[config.mk]
export PLATFORM = sky130hd
export DESIGN_NAME = id_ex_operand_stage
export DESIGN_NICKNAME = d
export VERILOG_FILES = /design/src/rtl/riscv_pkg.sv /design/src/rtl/id_ex_operand_stage_fwd_mux.sv /design/src/rtl/id_ex_operand_stage.sv
export SDC_FILE = /design/constraint.sdc
export NUM_CORES = 1
export LEC_CHECK = 0
export CORE_UTILIZATION = 44
export CTS_CLUSTER_DIAMETER = 60
export DETAILED_ROUTE_END_ITERATION = 7
export PLACE_DENSITY = 0.82
export SLEW_MARGIN = 0
export SYNTH_ARGS = -nofsm -noshare
export SYNTH_HDL_FRONTEND = slang
export SYNTH_SLANG_ARGS = --single-unit
[constraint.sdc]
create_clock -name clk -period 2.9 [get_ports clk]
set_clock_uncertainty 0.05 [all_clocks]
set_input_delay 0.435 -clock clk [delete_from_list [all_inputs] [get_ports clk]]
set_output_delay 0.435 -clock clk [all_outputs]
set_load 0.01 [all_outputs]
[src/rtl/riscv_pkg.sv]
// Shared RV32 pipeline definitions: datapath widths, ALU function codes,
// operand-source selects, forwarding selects and the ID/EX register bundle.
package riscv_pkg;

  localparam int unsigned XLEN = 32;
  localparam int unsigned RA_W = 5;

  typedef enum logic [3:0] {
    ALU_ADD  = 4'b0000,
    ALU_SLL  = 4'b0001,
    ALU_SLT  = 4'b0010,
    ALU_SLTU = 4'b0011,
    ALU_XOR  = 4'b0100,
    ALU_SRL  = 4'b0101,
    ALU_OR   = 4'b0110,
    ALU_AND  = 4'b0111,
    ALU_SUB  = 4'b1000,
    ALU_LUI  = 4'b1001,
    ALU_SRA  = 4'b1101
  } alu_fun_t;

  typedef enum logic {SRCA_RS1, SRCA_PC} srca_sel_t;
  typedef enum logic {SRCB_RS2, SRCB_IMM} srcb_sel_t;
  typedef enum logic [1:0] {FWD_REG, FWD_EXMEM, FWD_MEMWB} fwd_sel_t;

  // Everything held in the ID/EX pipeline register. All-zero is the bubble.
  typedef struct packed {
    logic            valid;
    alu_fun_t        alu_fun;
    srca_sel_t       srca_sel;
    srcb_sel_t       srcb_sel;
    logic [XLEN-1:0] pc;
    logic [RA_W-1:0] rs1_addr;
    logic [RA_W-1:0] rs2_addr;
    logic [XLEN-1:0] rs1_data;
    logic [XLEN-1:0] rs2_data;
    logic [XLEN-1:0] imm;
    logic [RA_W-1:0] rd_addr;
    logic            reg_write;
    logic            mem_read;
  } ex_regs_t;

  // True when a writeback stage targets the given source register (x0 excluded).
  function automatic logic rd_hit(logic we, logic [RA_W-1:0] rd, logic [RA_W-1:0] rs);
    return we && (rd != '0) && (rd == rs);
  endfunction

endpackage

[src/rtl/id_ex_operand_stage_fwd_mux.sv]
// Operand bypass selector for one source register.
// Ports: rs_addr/rs_data (stored operand), exmem_*/memwb_* (bypass sources),
// sel (which source won), data (selected operand). EX/MEM beats MEM/WB.
module fwd_mux
  import riscv_pkg::*;
(
  input  logic [RA_W-1:0] rs_addr,
  input  logic [XLEN-1:0] rs_data,
  input  logic            exmem_reg_write,
  input  logic [RA_W-1:0] exmem_rd_addr,
  input  logic [XLEN-1:0] exmem_result,
  input  logic            memwb_reg_write,
  input  logic [RA_W-1:0] memwb_rd_addr,
  input  logic [XLEN-1:0] memwb_result,
  output fwd_sel_t        sel,
  output logic [XLEN-1:0] data
);

  always_comb begin
    sel  = FWD_REG;
    data = rs_data;
    if (rd_hit(exmem_reg_write, exmem_rd_addr, rs_addr)) begin
      sel  = FWD_EXMEM;
      data = exmem_result;
    end else if (rd_hit(memwb_reg_write, memwb_rd_addr, rs_addr)) begin
      sel  = FWD_MEMWB;
      data = memwb_result;
    end
  end

endmodule

[src/rtl/id_ex_operand_stage.sv]
// ID/EX pipeline register with operand forwarding in front of the ALU.
// Ports: clk/rst_n (sync active-low reset); id_* decoded instruction;
// stall/flush pipeline control; exmem_*/memwb_* bypass sources;
// ex_* registered fields and ALU operands; load_use_stall hazard request.
module id_ex_operand_stage
  import riscv_pkg::*;
#(
  parameter int unsigned XLEN = riscv_pkg::XLEN,
  parameter int unsigned RA_W = riscv_pkg::RA_W
) (
  input  logic            clk,
  input  logic            rst_n,
  input  logic            id_valid,
  input  logic [XLEN-1:0] id_pc,
  input  logic [RA_W-1:0] id_rs1_addr,
  input  logic [RA_W-1:0] id_rs2_addr,
  input  logic [XLEN-1:0] id_rs1_data,
  input  logic [XLEN-1:0] id_rs2_data,
  input  logic [XLEN-1:0] id_imm,
  input  logic [3:0]      id_alu_fun,
  input  logic            id_srca_sel,
  input  logic            id_srcb_sel,
  input  logic [RA_W-1:0] id_rd_addr,
  input  logic            id_reg_write,
  input  logic            id_mem_read,
  input  logic            stall,
  input  logic            flush,
  input  logic            exmem_reg_write,
  input  logic [RA_W-1:0] exmem_rd_addr,
  input  logic [XLEN-1:0] exmem_result,
  input  logic            memwb_reg_write,
  input  logic [RA_W-1:0] memwb_rd_addr,
  input  logic [XLEN-1:0] memwb_result,
  output logic            ex_valid,
  output logic [3:0]      ex_alu_fun,
  output logic [XLEN-1:0] ex_srca,
  output logic [XLEN-1:0] ex_srcb,
  output logic [XLEN-1:0] ex_store_data,
  output logic [XLEN-1:0] ex_pc,
  output logic [RA_W-1:0] ex_rd_addr,
  output logic            ex_reg_write,
  output logic            ex_mem_read,
  output logic            load_use_stall
);

  ex_regs_t ex_d, ex_q;

  always_comb begin
    ex_d = ex_q;
    if (flush) begin
      ex_d = '0;
    end else if (stall) begin
      // A producer may retire from MEM/WB while we hold; capture its result so
      // the held operand is still correct once the bypass is gone.
      if (ex_q.valid) begin
        if (rd_hit(memwb_reg_write, memwb_rd_addr, ex_q.rs1_addr)) begin
          ex_d.rs1_data = memwb_result;
        end
        if (rd_hit(memwb_reg_write, memwb_rd_addr, ex_q.rs2_addr)) begin
          ex_d.rs2_data = memwb_result;
        end
      end
    end else begin
      ex_d.valid     = id_valid;
      ex_d.alu_fun   = alu_fun_t'(id_alu_fun);
      ex_d.srca_sel  = srca_sel_t'(id_srca_sel);
      ex_d.srcb_sel  = srcb_sel_t'(id_srcb_sel);
      ex_d.pc        = id_pc;
      ex_d.rs1_addr  = id_rs1_addr;
      ex_d.rs2_addr  = id_rs2_addr;
      ex_d.rs1_data  = id_rs1_data;
      ex_d.rs2_data  = id_rs2_data;
      ex_d.imm       = id_imm;
      ex_d.rd_addr   = id_rd_addr;
      ex_d.reg_write = id_reg_write;
      ex_d.mem_read  = id_mem_read;
    end
  end

  always_ff @(posedge clk) begin
    if (!rst_n) begin
      ex_q <= '0;
    end else begin
      ex_q <= ex_d;
    end
  end

  fwd_sel_t        rs1_sel, rs2_sel;
  logic [XLEN-1:0] fwd_rs1, fwd_rs2;

  fwd_mux u_fwd_rs1 (
    .rs_addr         (ex_q.rs1_addr),
    .rs_data         (ex_q.rs1_data),
    .exmem_reg_write (exmem_reg_write),
    .exmem_rd_addr   (exmem_rd_addr),
    .exmem_result    (exmem_result),
    .memwb_reg_write (memwb_reg_write),
    .memwb_rd_addr   (memwb_rd_addr),
    .memwb_result    (memwb_result),
    .sel             (rs1_sel),
    .data            (fwd_rs1)
  );

  fwd_mux u_fwd_rs2 (
    .rs_addr         (ex_q.rs2_addr),
    .rs_data         (ex_q.rs2_data),
    .exmem_reg_write (exmem_reg_write),
    .exmem_rd_addr   (exmem_rd_addr),
    .exmem_result    (exmem_result),
    .memwb_reg_write (memwb_reg_write),
    .memwb_rd_addr   (memwb_rd_addr),
    .memwb_result    (memwb_result),
    .sel             (rs2_sel),
    .data            (fwd_rs2)
  );

  always_comb begin
    ex_valid      = ex_q.valid;
    ex_alu_fun    = ex_q.alu_fun;
    ex_pc         = ex_q.pc;
    ex_rd_addr    = ex_q.rd_addr;
    ex_reg_write  = ex_q.valid & ex_q.reg_write;
    ex_mem_read   = ex_q.valid & ex_q.mem_read;
    ex_srca       = (ex_q.srca_sel == SRCA_PC) ? ex_q.pc : fwd_rs1;
    ex_srcb       = (ex_q.srcb_sel == SRCB_IMM) ? ex_q.imm : fwd_rs2;
    ex_store_data = fwd_rs2;
    // Conservative: flags the hazard even if the ID instruction ignores the operand.
    load_use_stall = ex_q.valid & ex_q.mem_read & (ex_q.rd_addr != '0) & id_valid &
                     ((ex_q.rd_addr == id_rs1_addr) | (ex_q.rd_addr == id_rs2_addr));
  end

endmodule

==> out/results.md <==
| Step | Item | This run |
| --- | --- | --- |
| pwr | Largest voltage drop on the vdd net | 389 uV |
| worst setup path | Critical path buffers and inverters | 3 |
| pwr | Total power per unit cell area | 402 mW/mm^2 |
| yosys | Synth Flop Type | sky130_fd_sc_hd__dfxtp_1 |
| clock tree | Clock sink total | 152 |
| worst setup path | Worst path arrival time | 2.75 ns |
| clock tree | Number of hold-repair buffers added at the cts stage | 0 |
| finish | Area of the multi-input gates | 0.00586 mm^2 |
| finish | Area Growth Syn to Fin | 69.8% |
| worst setup path | Reg-to-reg startpoint | ex_q[110] |
| route | Number of DRC markers in iteration 0 | 1,029 |
| global routing | Maximum number of pins on one net before global-route repair | 72 |
| route | WL final | 39,300 um |
| timing | Final worst path period need | 3.24 ns |
| floorplan | Initial core utilization | 45.3% |
| timing | Worst setup slack after layout | -0.336 ns |
| floorplan | Num ports | 373 |
| timing | Total count of max-transition violations in the final report | 0 |
| worst setup path | Slowest cell on the critical path | sky130_fd_sc_hd__clkdlybuf4s50_1 |
| yosys | Synth Instances | 1,084 |
| clock tree | Bufs on Longest Clock Path | 2 |
| clock tree | Worst-path clk slew | 0.07 ns |
| worst setup path | Flop2flop setup slack | 0.57 ns |
| worst setup path | Capturing point of the worst reg2reg path | ex_q[90] |
| finish | Most frequent cells in the layout | sky130_fd_sc_hd__clkdlybuf4s50_1, sky130_fd_sc_hd__dfxtp_1, sky130_fd_sc_hd__nand2_1 |
| timing | Total negative slack for setup checks | -5.84 ns |
| worst setup path | Family of cells with the greatest summed delay on the critical path | buffers and inverters |
| global routing | Vias in the first global route | 10,200 |
| yosys | Flip-flop and latch count after synthesis | 152 |
| worst setup path | Critical path launch point type | flip-flop |
| clock tree | Number of buffers created by CTS | 17 |
| timing | Unrepaired setup endpoints after global routing | true |
| timing | Final Hold Violating Endpoints | 0 |
| route | Antenna-violating nets left | 0 |
| global routing | Global-route wire length before repair | 55,500 um |
| worst setup path | Category of the most critical setup path | flip-flop to primary output |
| timing | Number of setup violations in the final report | 57 |
| global routing | Global route hottest layer | met2 |
| timing | Max Freq | 309 MHz |
| yosys | Cell area after synthesis | 0.00888 mm^2 |
| clock tree | CTS tree | built |
| hold path | Worst Hold Endpoint | ex_q[88] |
| placement | Port buffer count | 372 |
| route | Drt first pass iters | 6 |
| worst setup path | Maximum fanout encountered on the critical timing path | 21 |
| worst setup path | Cell count of the worst reg-to-reg path | 8 |
| global routing | Met2 demand-to-capacity share in global routing | 59.7% |
| finish | # fillers | 1,259 |
| finish | Commonest non-fill, non-tap cell in the layout | sky130_fd_sc_hd__clkdlybuf4s50_1 |
| hold path | Worst min path class | flip-flop to flip-flop |
| floorplan | Core Area | 0.0196 mm^2 |
| placement | HPWL Detailed | 25,200 um |
| finish | Share of layout cells above drive strength 1 | 29.1% |
| yosys | Number of enable flip-flop cells after synthesis | 0 |
| route | DR vias/cell | 5.92 |
| worst setup path | Critical Path Sink Type | primary output |
| floorplan | Floorplan row count | 51 |
| route | Number of vias in the routed layout | 10,400 |
| pwr | Leak | 5.95 nW |
| floorplan | Chip Height | 144 um |
| finish | Design area | 0.0151 mm^2 |
| global routing | Met1 Usage GRT | 40.3% |
| placement | Cell Count Post-Placement | 1,673 |
| timing | Final worst-path cycle share | 112% |
| clock tree | Root buffer cell | sky130_fd_sc_hd__clkbuf_16 |
| yosys | Syn_area_per_cell | 8.19 um^2 |
| flow run | Max cap viols | 0 |
| finish | Area of all sequential standard cells | 0.00306 mm^2 |
| route | Number of remaining DRC errors | 0 |
| clock tree | Number of levels in the clock H-tree | 4 |
| floorplan | Die area | 0.0207 mm^2 |
| worst setup path | Cell breakdown of the critical path | xnor2_2 -> nand3_2 -> or3_4 -> buf_12 -> buf_12 -> a31oi_2 -> mux2_2 -> clkdlybuf4s50_1 |
| worst setup path | Worst EP required | 2.41 ns |
| yosys | Library cells used by synthesis | 38 |
| placement | Placer Congestion | 0.881 |
| run status | Violated checks | negative setup slack |
| finish | Layout Cells excl Fill | 1,757 |
| timing | Worst relative slew slack | 49.6% |
| run status | Outcome | complete, but fails checks |
| yosys | Nets in the synthesized netlist | 1,316 |
| hold path | Hold Crit Start | ex_q[88] |
| worst setup path | Largest stage delay on the critical path | 0.52 ns |
| yosys | Async set or reset register ratio after synthesis | 0% |
| finish | Util after Layout | 76.9% |
| hold path | Number of stages on the worst hold path | 2 |
| finish | Fin nets | 1,710 |
| pwr | Total chip power | 6.06 mW |
| floorplan | Width of the chip | 144 um |
| placement | Post-detailed-placement cell area | 0.0131 mm^2 |
| route | Wire per inst | 22.4 um |
| yosys | Yosys warning count | 0 |
| global routing | Met3 usage | 9.11% |
| timing | Slew of the pin with the lowest slew margin | 0.757 ns |
| global routing | Initial antenna violation count | 1 |
| global routing | Leftover overflow at the end of global routing | 0 |
| clock tree | Clock latency at the later pin of the worst-skew pair | 0.43 ns |
| global routing | Overall fraction of global-route tracks in use | 35.4% |
| worst setup path | Most repeated library cell on the critical path | sky130_fd_sc_hd__buf_12 |
| yosys | Share of synthesized area occupied by flip-flops and latches | 34.3% |
## per-layer routing
layer,part of all wire (%),up-vias
met5,0,-
met4,4.5,0
met3,9.5,154
met2,49,666
met1,37,4948
li1,-,4629
## cells by family (layout without fill, tap and decap cells)
family	after synthesis	in the layout	share of synthesized area, %
XOR/XNOR	30	30	2.96
buffers and inverters	176	583	10.1
multiplexers	152	152	17.6
other	0	1	0
AO/OA/AOI/OAI	234	234	18.1
AND/OR/NAND/NOR	340	340	17.0
flip-flops	152	152	34.3
## cell usage after synthesis, drive strengths merged (2+ instances only)
cell type / number / area [um^2]
a21oi: 6 / 30.0
a221oi: 31 / 440
a31oi: 94 / 588
and2: 2 / 12.5
and3: 2 / 12.5
buf: 72 / 508
clkbuf: 73 / 274
dfxtp: 152 / 3040
inv: 31 / 116
mux2: 30 / 338
mux2i: 122 / 1220
nand2: 129 / 484
nand2b: 4 / 25.0
nand3: 36 / 180
nor2: 92 / 345
nor2b: 3 / 26.3
nor3: 34 / 170
nor4: 30 / 188
o211a: 2 / 20.0
o211ai: 2 / 20.0
o21ai: 96 / 484
o31ai: 3 / 22.5
or4: 4 / 33.8
xnor2: 17 / 149
xor2: 13 / 114
## repair_timing
item	CTS	global route
resized for setup	389	149
pin swaps	37	36
setup buffers	36	15
setup endpoints to repair	96	90
gates cloned	7	0
## per-stage QoR
step	setup WS (ns)	hold WS, ns
detailed placement	-0.760	0.410
floorplan	0.363	0.397
CTS	-0.330	0.422
finish	-0.336	0.424
global placement	-0.722	0.407
global route	-0.390	0.442
## registers in the layout, summed over array words and instances, names as in the netlist
register / flops
ex_q: 110
ex_alu_fun: 4
ex_rd_addr: 5
ex_valid: 1
ex_pc: 32
## power by group
part	switching, mW	internal, mW	leakage (nW)	total (mW)
clock	1.02	1.32	0.288	2.34
sequential	0.0714	2.17	1.25	2.24
combinational	0.669	0.815	4.42	1.48
total	1.76	4.29	5.95	6.06
## area by class of cell
cell class                 instances  area share (%)
sequential                       152            20.3
multi-input combinational        756            38.9
tap                              265            2.20
clock inverter                    14            1.08
clock buffer                      18            2.91
timing repair buffer             520            33.8
antenna                            1          0.0166
inverter                          31           0.772
## tightest hold or removal path, cell delays in order (launching register included)
cell and delay (ns):
sky130_fd_sc_hd__dfxtp_1 0.31, sky130_fd_sc_hd__nand2_1 0.05, sky130_fd_sc_hd__a31oi_1 0.07
## worst max-delay path by stage
stage,startpoint,to,slack (ns),depth (start not counted)
after floorplan,memwb_rd_addr[1],ex_srca[11],0.36,7
after global placement,exmem_rd_addr[4],ex_srcb[2],-0.72,9
after detailed placement,exmem_rd_addr[4],ex_srcb[21],-0.76,9
after CTS,ex_q[105],ex_srcb[10],-0.33,8
after global routing,ex_q[106],ex_srcb[13],-0.39,8
final,ex_q[106],ex_srcb[13],-0.34,8
Note: power is estimated with default switching activity, not from simulation.
